==> src/rtl/smvm_stream_feeder.sv <==
// smvm_stream_feeder: serialises a matrix job (header, dense vector, nonzero entries) into the SMVM in_valid word stream
module smvm_stream_feeder #(
  parameter int K = 4,
  parameter int FIFO_DEPTH = 16,
  parameter int START_THRESH = 8,
  parameter int DRAIN_CYCLES = 8
) (
  input  logic        clk,
  input  logic        rst,
  input  logic        cfg_valid,
  output logic        cfg_ready,
  input  logic [11:0] cfg_rows,
  input  logic [11:0] cfg_cols,
  input  logic        vec_valid,
  output logic        vec_ready,
  input  logic [7:0]  vec_data,
  input  logic        ent_valid,
  output logic        ent_ready,
  input  logic [7:0]  ent_val,
  input  logic [11:0] ent_col,
  input  logic        ent_row_end,
  input  logic        ent_last,
  output logic        in_valid,
  output logic [7:0]  val_in,
  output logic        ipv_in,
  output logic [2:0]  col_in,
  output logic        busy,
  output logic        done,
  output logic        err_underrun,
  output logic        err_cfg
);
  localparam int AW = $clog2(FIFO_DEPTH);
  localparam int CW = AW + 1;
  localparam int GW = (K > 1) ? $clog2(K) : 1;
  localparam int DW = $clog2(DRAIN_CYCLES + 1);
  typedef enum logic [3:0] {IDLE, ROWS, COLS, VEC, FILL, E_VAL, E_IDX, P_VAL, P_IDX, END, DRAIN} state_t;
  typedef struct packed {
    logic [7:0]  val;
    logic [11:0] col;
    logic        row_end;
    logic        last;
  } ent_t;
  state_t state, state_n;
  ent_t mem [FIFO_DEPTH];
  ent_t head;
  logic [AW-1:0] wp, rp;
  logic [CW-1:0] cnt, cnt_n;
  logic [11:0] rows_q, rows_n, cols_q, cols_n, vcnt, vcnt_n, word_q, word_n, hd_col, hd_col_n;
  logic [GW-1:0] g, g_n, g_inc;
  logic [DW-1:0] dcnt, dcnt_n;
  logic last_seen, last_seen_n, hd_last, hd_last_n, err_u_n, err_cfg_n, done_n, iv_n;
  logic push, pop, accept;
  assign push = ent_valid & ent_ready;
  assign pop = state == E_VAL;
  assign accept = cfg_valid & cfg_ready;
  assign head = mem[rp];
  assign g_inc = (g == GW'(K - 1)) ? '0 : g + 1'b1;
  // the FIFO is flushed whenever the feeder sits idle so a truncated job leaves nothing behind
  assign cnt_n = (state == IDLE) ? '0 : cnt + CW'(push) - CW'(pop);
  assign {val_in, ipv_in, col_in} = word_q;
  always_comb begin
    state_n = state;
    rows_n = rows_q;
    cols_n = cols_q;
    vcnt_n = vcnt;
    dcnt_n = dcnt;
    g_n = g;
    hd_col_n = hd_col;
    hd_last_n = hd_last;
    last_seen_n = last_seen | (push & ent_last);
    err_u_n = err_underrun;
    err_cfg_n = 1'b0;
    done_n = 1'b0;
    iv_n = 1'b0;
    word_n = '0;
    case (state)
      IDLE: begin
        last_seen_n = 1'b0;
        g_n = '0;
        if (accept && (cfg_rows == '0 || cfg_cols == '0)) err_cfg_n = 1'b1;
        else if (accept) begin
          rows_n = cfg_rows;
          cols_n = cfg_cols;
          vcnt_n = '0;
          err_u_n = 1'b0;
          state_n = ROWS;
        end
      end
      ROWS: begin
        iv_n = 1'b1;
        word_n = rows_q;
        state_n = COLS;
      end
      COLS: begin
        iv_n = 1'b1;
        word_n = cols_q;
        state_n = VEC;
      end
      VEC: begin
        iv_n = 1'b1;
        word_n = {vec_valid ? vec_data : 8'd0, 4'd0};
        err_u_n = err_underrun | ~vec_valid;
        vcnt_n = vcnt + 1'b1;
        state_n = (vcnt == cols_q - 12'd1) ? FILL : VEC;
      end
      FILL: state_n = (cnt >= CW'(START_THRESH) || last_seen) ? E_VAL : FILL;
      E_VAL: begin
        iv_n = 1'b1;
        word_n = {head.val, head.row_end, 3'b000};
        hd_col_n = head.col;
        hd_last_n = head.last;
        state_n = E_IDX;
      end
      E_IDX: begin
        iv_n = 1'b1;
        word_n = hd_col;
        g_n = g_inc;
        state_n = (hd_last || cnt == '0) ? ((g_inc == '0) ? END : P_VAL) : E_VAL;
        if (!hd_last && cnt == '0) begin
          err_u_n = 1'b1;
          last_seen_n = 1'b1;
        end
      end
      P_VAL: begin
        iv_n = 1'b1;
        state_n = P_IDX;
      end
      P_IDX: begin
        iv_n = 1'b1;
        g_n = g_inc;
        state_n = (g_inc == '0) ? END : P_VAL;
      end
      END: begin
        dcnt_n = '0;
        state_n = DRAIN;
      end
      DRAIN: begin
        dcnt_n = dcnt + 1'b1;
        done_n = dcnt == DW'(DRAIN_CYCLES - 1);
        state_n = done_n ? IDLE : DRAIN;
      end
      default: state_n = IDLE;
    endcase
  end
  always_ff @(posedge clk) begin
    if (push) mem[wp] <= '{ent_val, ent_col, ent_row_end, ent_last};
  end
  // outputs are registered from the next-state view, so handshake readies match the state they guard
  always_ff @(posedge clk) begin
    if (rst) begin
      state <= IDLE;
      cnt <= '0;
      wp <= '0;
      rp <= '0;
      rows_q <= '0;
      cols_q <= '0;
      vcnt <= '0;
      dcnt <= '0;
      g <= '0;
      hd_col <= '0;
      hd_last <= 1'b0;
      last_seen <= 1'b0;
      word_q <= '0;
      in_valid <= 1'b0;
      busy <= 1'b0;
      done <= 1'b0;
      err_underrun <= 1'b0;
      err_cfg <= 1'b0;
      cfg_ready <= 1'b0;
      vec_ready <= 1'b0;
      ent_ready <= 1'b0;
    end else begin
      state <= state_n;
      cnt <= cnt_n;
      wp <= (state == IDLE) ? '0 : wp + AW'(push);
      rp <= (state == IDLE) ? '0 : rp + AW'(pop);
      rows_q <= rows_n;
      cols_q <= cols_n;
      vcnt <= vcnt_n;
      dcnt <= dcnt_n;
      g <= g_n;
      hd_col <= hd_col_n;
      hd_last <= hd_last_n;
      last_seen <= last_seen_n;
      word_q <= word_n;
      in_valid <= iv_n;
      busy <= state_n != IDLE;
      done <= done_n;
      err_underrun <= err_u_n;
      err_cfg <= err_cfg_n;
      cfg_ready <= state_n == IDLE;
      vec_ready <= state_n == VEC;
      ent_ready <= (cnt_n != CW'(FIFO_DEPTH)) && !last_seen_n && (state_n inside {VEC, FILL, E_VAL, E_IDX});
    end
  end
endmodule
==> config.mk <==
export PLATFORM = sky130hd
export DESIGN_NAME = smvm_stream_feeder
export DESIGN_NICKNAME = d
export VERILOG_FILES = /design/src/rtl/smvm_stream_feeder.sv
export SDC_FILE = /design/constraint.sdc
export NUM_CORES = 1
export LEC_CHECK = 0
export BUFFER_PORTS_ARGS = -buffer_cell sky130_fd_sc_hd__buf_4
export CORE_MARGIN = 5
export CORE_UTILIZATION = 60
export CTS_CLUSTER_SIZE = 14
export DETAILED_ROUTE_END_ITERATION = 7
export PLACE_DENSITY = 0.78
export SYNTH_ARGS = -nofsm -noshare
export SYNTH_HDL_FRONTEND = slang
export SYNTH_SLANG_ARGS = --single-unit
==> constraint.sdc <==
create_clock -name clk -period 4.1 [get_ports clk]
set_input_delay 0.41 -clock clk [delete_from_list [all_inputs] [get_ports clk]]
set_output_delay 0.41 -clock clk [all_outputs]
set_load 0.01 [all_outputs]
==> impl_metrics.json, run 1 <==
{
  "cts_root_buffer": "clkbuf_16",
  "initial_core_util_pct": 60.4,
  "peakVddDrop_mv": 0.425,
  "cts_buffer_depth": 3,
  "crit_fanout": 14,
  "gp_congestion": 0.869,
  "syn_to_final_growth_pct": 14.5,
  "final_cells": 1598,
  "final_nets": 1250,
  "cts_buffers": 44,
  "dieArea_um2": 33200,
  "drive_above_1_share_pct": 24.1,
  "rows": 63,
  "yosys_warnings": 0,
  "drt_iter0_drc": 1114,
  "wl_per_cell_um": 25.2,
  "grt-ovfl-total": 0,
  "avgSynthCellArea_um2": 16.5,
  "place_inst": 1518,
  "dr.pass1.iters": 8,
  "tightest_slew_ns": 1.02,
  "htreeDepth": 2,
  "status": "complete, no violations",
  "dieWidth_um": 182,
  "grt_pass1_vias": 10077,
  "async_flop_share_pct": 0,
  "tritoncts": "built",
  "clkSinkCount": 445,
  "worstPathRequired_ns": 4.58,
  "grt_max_degree": 61,
  "slew_headroom_pct": 31.4,
  "die_h_um": 182,
  "drv_cap": 0,
  "fin_skew_ns": 0.0121,
  "io_buffers": 78,
  "reg2reg_setup_slack_ns": 0.98,
  "dpl.hpwl_um": 23100,
  "synthDistinctLibCells": 59,
  "clk_latency_ns": 0.54,
  "critical_path_class": "flop to flop",
  "post_cts_resized": 0,
  "syn_area_um2": 17800,
  "wl_um": 40300,
  "p_leak_uw": 0.00672,
  "ant_nets": 0,
  "synth_nets": 1154,
  "post-place-ws_ns": 1.02,
  "finalWorstSetupSlack_ns": 0.981,
  "antenna_found_initial": 0,
  "fin_tns_setup_ns": 0,
  "min_path_type": "primary input to flop",
  "synth-seq-area-share_pct": 69.8,
  "start_kind": "flop",
  "globalRouteTotalUtil_pct": 24.5,
  "setup-violations-final": 0,
  "io_pins": 79,
  "cp-startpoint": "state[3]",
  "core_um2": 29500,
  "drc": 0,
  "synth_seq_cells": 445,
  "synth-edff-count": 352,
  "grt_pass1_wl_um": 61500,
  "arrival_ns": 3.60,
  "synth_ff_type": "edfxtp_1",
  "r2r-start": "state[3]",
  "worstSetupEndpointType": "flop",
  "post-cts-setup-buffer-count": 0,
  "hold_violations": 0,
  "hold_buffers": 0,
  "p_per_area_nw_per_um2": 480,
  "power_uw": 9800,
  "hold_start": "cfg_rows[11]",
  "n_antenna_cell": 0,
  "min_period_ns": 3.12,
  "path_clk_slew_ns": 0.06,
  "num_vias": 10023,
  "rsz0062_at_grt": "no",
  "synthCells": 1078,
  "max_freq_mhz": 321,
  "period_share_pct": 76.1,
  "slew_viol_final": 0,
  "via_per_inst": 6.27
}
-- metrics by stage --
step                instance area, um^2  hold slack, ns  utilization, %
floorplan                         17800           0.436               -
global placement                  19000           0.452            64.3
detailed placement                19000           0.467            64.3
CTS                               20400           0.103            69.2
global route                      20400           0.120            69.2
finish                            20400           0.119            69.2
-- registers in the layout (all words and copies together), names as in the netlist, 2 cells and up --
signal and cells:
mem 352, cols_q 12, hd_col 12, rows_q 12, vcnt 12, word_q 12, cnt 5, dcnt 4
rp 4, state 4, wp 4, g 2
-- cells by family (layout without fill, tap and decap cells) --
| family | Yosys count | in the layout | share of synthesized area, % |
|---|---|---|---|
| muxes | 140 | 140 | 14.5 |
| xor gates and xnor gates | 31 | 31 | 1.52 |
| adders and majority gates | 17 | 17 | 1.24 |
| buffers and inverters | 75 | 205 | 1.73 |
| AOI/OAI and AO/OA | 111 | 111 | 4.30 |
| and+or+nand+nor | 259 | 259 | 6.90 |
| DFF | 445 | 445 | 69.8 |
-- Yosys cell counts (6+ instances only) --
library cell	number	area, um^2
edfxtp_1	352	10600
mux4_2	95	2140
dfxtp_1	93	1860
nor2_1	86	323
nand2_1	70	263
mux2i_1	44	440
a21oi_1	39	195
clkbuf_1	33	124
xnor2_1	25	219
nand3_1	18	90.1
ha_1	16	200
buf_2	15	75.1
nor3_1	15	75.1
inv_1	14	52.6
nor4_1	14	87.6
nand2b_1	11	68.8
o221ai_1	10	87.6
a222oi_1	9	90.1
a31oi_1	9	56.3
o21ai_0	9	45.0
and2_1	8	50.1
buf_1	8	30.0
o22ai_1	7	43.8
nor2b_1	6	37.5
xor2_1	6	52.6
-- power breakdown --
group | internal (uW) | switching (uW)
Sequential | 4940 | 72.6
Combinational | 318 | 474
Clock | 2370 | 1620
-- metal layers --
metal / vias up / wire (um) / part of all wire (%) / global-route usage, %
met4: 0 / 1190 / 2.9 / 7.30
li1: 4430 / - / - / -
met5: - / 0 / 0 / 0
met1: 5010 / 16000 / 40 / 35.0
met2: 507 / 19600 / 49 / 39.6
met3: 76 / 3560 / 8.8 / 4.19
-- cells in the final DEF (no fill, tap or decap), types with 10 or more instances in the layout --
cell       count
a21oi_1       39
buf_4        105
clkbuf_1      10
clkbuf_16     47
clkinv_1      13
dfxtp_1       91
edfxtp_1     352
ha_1          16
inv_1         14
mux2i_1       44
mux4_2        95
nand2_1       70
nand2b_1      11
nand3_1       18
nor2_1        74
nor2_2        12
nor3_1        11
nor4_1        14
o221ai_1      10
xnor2_1       25
-- path summary, 6_finish.rpt --
| check | cells after the start | endpoint |
|---|---|---|
| hold / removal | 3 | rows_q[11] |
| setup reg to reg | 13 | ent_ready |
| hold reg to reg | 2 | hd_col[10] |
| setup / recovery | 13 | ent_ready |
-- worst max-delay path: stages (launching register included) --
cell,delay [ns]
dfxtp_1,0.61
nor2b_1,0.21
nand3_1,0.16
clkinv_1,0.12
ha_1,0.29
inv_1,0.04
ha_1,0.19
fa_1,0.40
a21oi_1,0.16
o21bai_1,0.09
xor2_1,0.19
nor4b_1,0.08
nor4b_1,0.32
o211a_1,0.19
-- layout make-up --
type,count,area (um^2)
clock buffers,63,1290
clock inverters,17,160
fillers,1919,9080
inverters,18,67.6
multi-input cells,558,5130
flip-flops and latches,445,12400
well taps,390,488
repair buffers,107,828
Note: power is estimated with default switching activity, not from simulation.
==> inputs of run 2 (changes only) <==
clock period = 2.9 ns   (was 4.1 ns; I/O delays follow)
==> run 2 against run 1 <==
Net effect: critical path depth did not move; register-to-register slack got worse by 0.73 ns; combinational power is 50% higher; largest cell class unchanged; power is 40% higher; final cell count is 0.88% higher.
==> impl_metrics.json, run 2 (synthesis results as in run 1) <==
{
  "status": "complete, no violations",
  "slew_viol_final": 0,
  "htreeDepth": 2,
  "io_buffers": 78,
  "io_pins": 79,
  "final_cell_mix": "edfxtp_1, buf_4, mux4_2",
  "path_cells": "clkinv_2 -> nand3_4 -> clkinv_2 -> ha_1 -> inv_1 -> ha_1 -> fa_1 -> a21oi_1 -> o21bai_1 -> xor2_1 -> nor4b_2 -> nor4b_2 -> o211a_1",
  "start_kind": "flop",
  "hold_violations": 0,
  "sw_frac_of_total_pct": 22.5,
  "via_per_inst": 6.31,
  "syn_to_final_growth_pct": 15.4,
  "tightest_slew_ns": 0.939,
  "ant_nets": 0,
  "core_um2": 29500,
  "dieArea_um2": 33200,
  "grt_pass1_wl_um": 62100,
  "p_leak_uw": 0.00679,
  "hold_start": "cfg_cols[0]",
  "final_cells": 1612,
  "p_per_area_nw_per_um2": 668,
  "dr.pass1.iters": 7,
  "fin_skew_ns": 0.0118,
  "setup-violations-final": 0,
  "drt_iter0_drc": 1160,
  "gp_congestion": 0.849,
  "slew_headroom_pct": 37.2,
  "cts_buffer_depth": 3,
  "wl_um": 40600,
  "tritoncts": "built",
  "combPwrFrac_pct": 8.7,
  "wl_per_cell_um": 25.2,
  "intPower_uw": 10600,
  "period_share_pct": 91.3,
  "max_stage_delay_ns": 0.41,
  "final_nets": 1269,
  "cp_slowest_cell": "fa_1",
  "largest_reg_flops": 352,
  "grt_max_degree": 61,
  "fin_tns_setup_ns": 0,
  "holdWs_ns": 0.0137,
  "clk_latency_ns": 0.54,
  "initial_core_util_pct": 60.4,
  "num_vias": 10174,
  "dpl.hpwl_um": 23200,
  "cts_root_buffer": "clkbuf_16",
  "peakVddDrop_mv": 0.563,
  "worstSetupEndpointType": "flop",
  "dieWidth_um": 182,
  "regMostFlops": "mem",
  "drv_cap": 0,
  "drive_above_1_share_pct": 25.5,
  "arrival_ns": 3.08,
  "max_freq_mhz": 378,
  "die_h_um": 182,
  "critical_path_class": "flop to flop",
  "r2r-start": "state[1]",
  "clkPwrFrac_pct": 39.8,
  "min_path_type": "primary input to flop",
  "finalWorstSetupSlack_ns": 0.252,
  "drc": 0,
  "p_sw_uw": 3090,
  "rsz0062_at_grt": "no",
  "antenna_found_initial": 0,
  "worstPathRequired_ns": 3.33,
  "n_antenna_cell": 0,
  "cts_buffers": 44,
  "post-place-ws_ns": 0.210,
  "crit_fanout": 8,
  "final_util_pct": 69.7,
  "clkSinkCount": 445,
  "fillers": 1889,
  "min_period_ns": 2.65,
  "place_inst": 1532,
  "cp-startpoint": "state[1]",
  "grt_pass1_vias": 10245,
  "globalRouteTotalUtil_pct": 24.8,
  "mostFrequentLayoutCell": "edfxtp_1",
  "rows": 63,
  "grt-ovfl-total": 0,
  "pwr-share-seq_pct": 51.5,
  "path_clk_slew_ns": 0.06
}
==> run 2: worst max-delay path: cells and delay by family, from the launching register on <==
family | cells | cell delay, ns
compound gates | 3 | 0.43
xor+xnor | 1 | 0.18
fa+ha+maj | 3 | 0.87
buf+inv | 3 | 0.23
flops | 1 | 0.36
simple gates | 3 | 0.47
==> run 2: path summary, 6_finish.rpt <==
check / end / slack, ns / cells past startpoint
worst max register to register: ent_ready / 0.25 / 13
worst min register to register: err_cfg / 0.48 / 2
worst max-delay path: ent_ready / 0.25 / 13
worst min-delay path: cols_q[0] / 0.01 / 3
==> run 2: through the flow <==
stage / area, um^2 / power [uW]
after CTS: 20500 / 13800
final: 20600 / 13700
after floorplan: 17800 / 7940
after global placement: 19100 / 8340
after global routing: 20600 / 14200
after detailed placement: 19100 / 8360
==> run 2: cell type report <==
class / count / area (um^2) / share of cell area [%]
clock buffers: 54 / 1190 / 5.79
repair buffers: 126 / 1010 / 4.91
well taps: 390 / 488 / 2.37
clock inverters: 21 / 190 / 0.925
inverters: 18 / 70.1 / 0.341
flip-flops and latches: 445 / 12400 / 60.5
multi-input cells: 558 / 5170 / 25.1
==> run 2: power by group through the flow <==
stage               sequential, uW  combinational [uW]  clock, uW
floorplan                     7190                 752          0
global placement              7200                1140          0
detailed placement            7200                1160          0
CTS                           7070                1170       5540
global route                  7080                1300       5850
finish                        7070                1190       5470
==> run 2: timing repair <==
item	in CTS	in global routing
endpoints found under the setup margin	0	3
endpoints found under the hold margin	5	0
setup buffers	0	0
hold buffers	5	0
resized for setup	0	3
==> run 2: routing by layer <==
metal / global-route usage, % / vias up / routed length [um]
li1: - / 4472 / -
met3: 4.78 / 93 / 3360
met4: 6.99 / 0 / 1240
met1: 34.7 / 5101 / 16100
met5: 0 / - / 0
met2: 40.6 / 508 / 19900
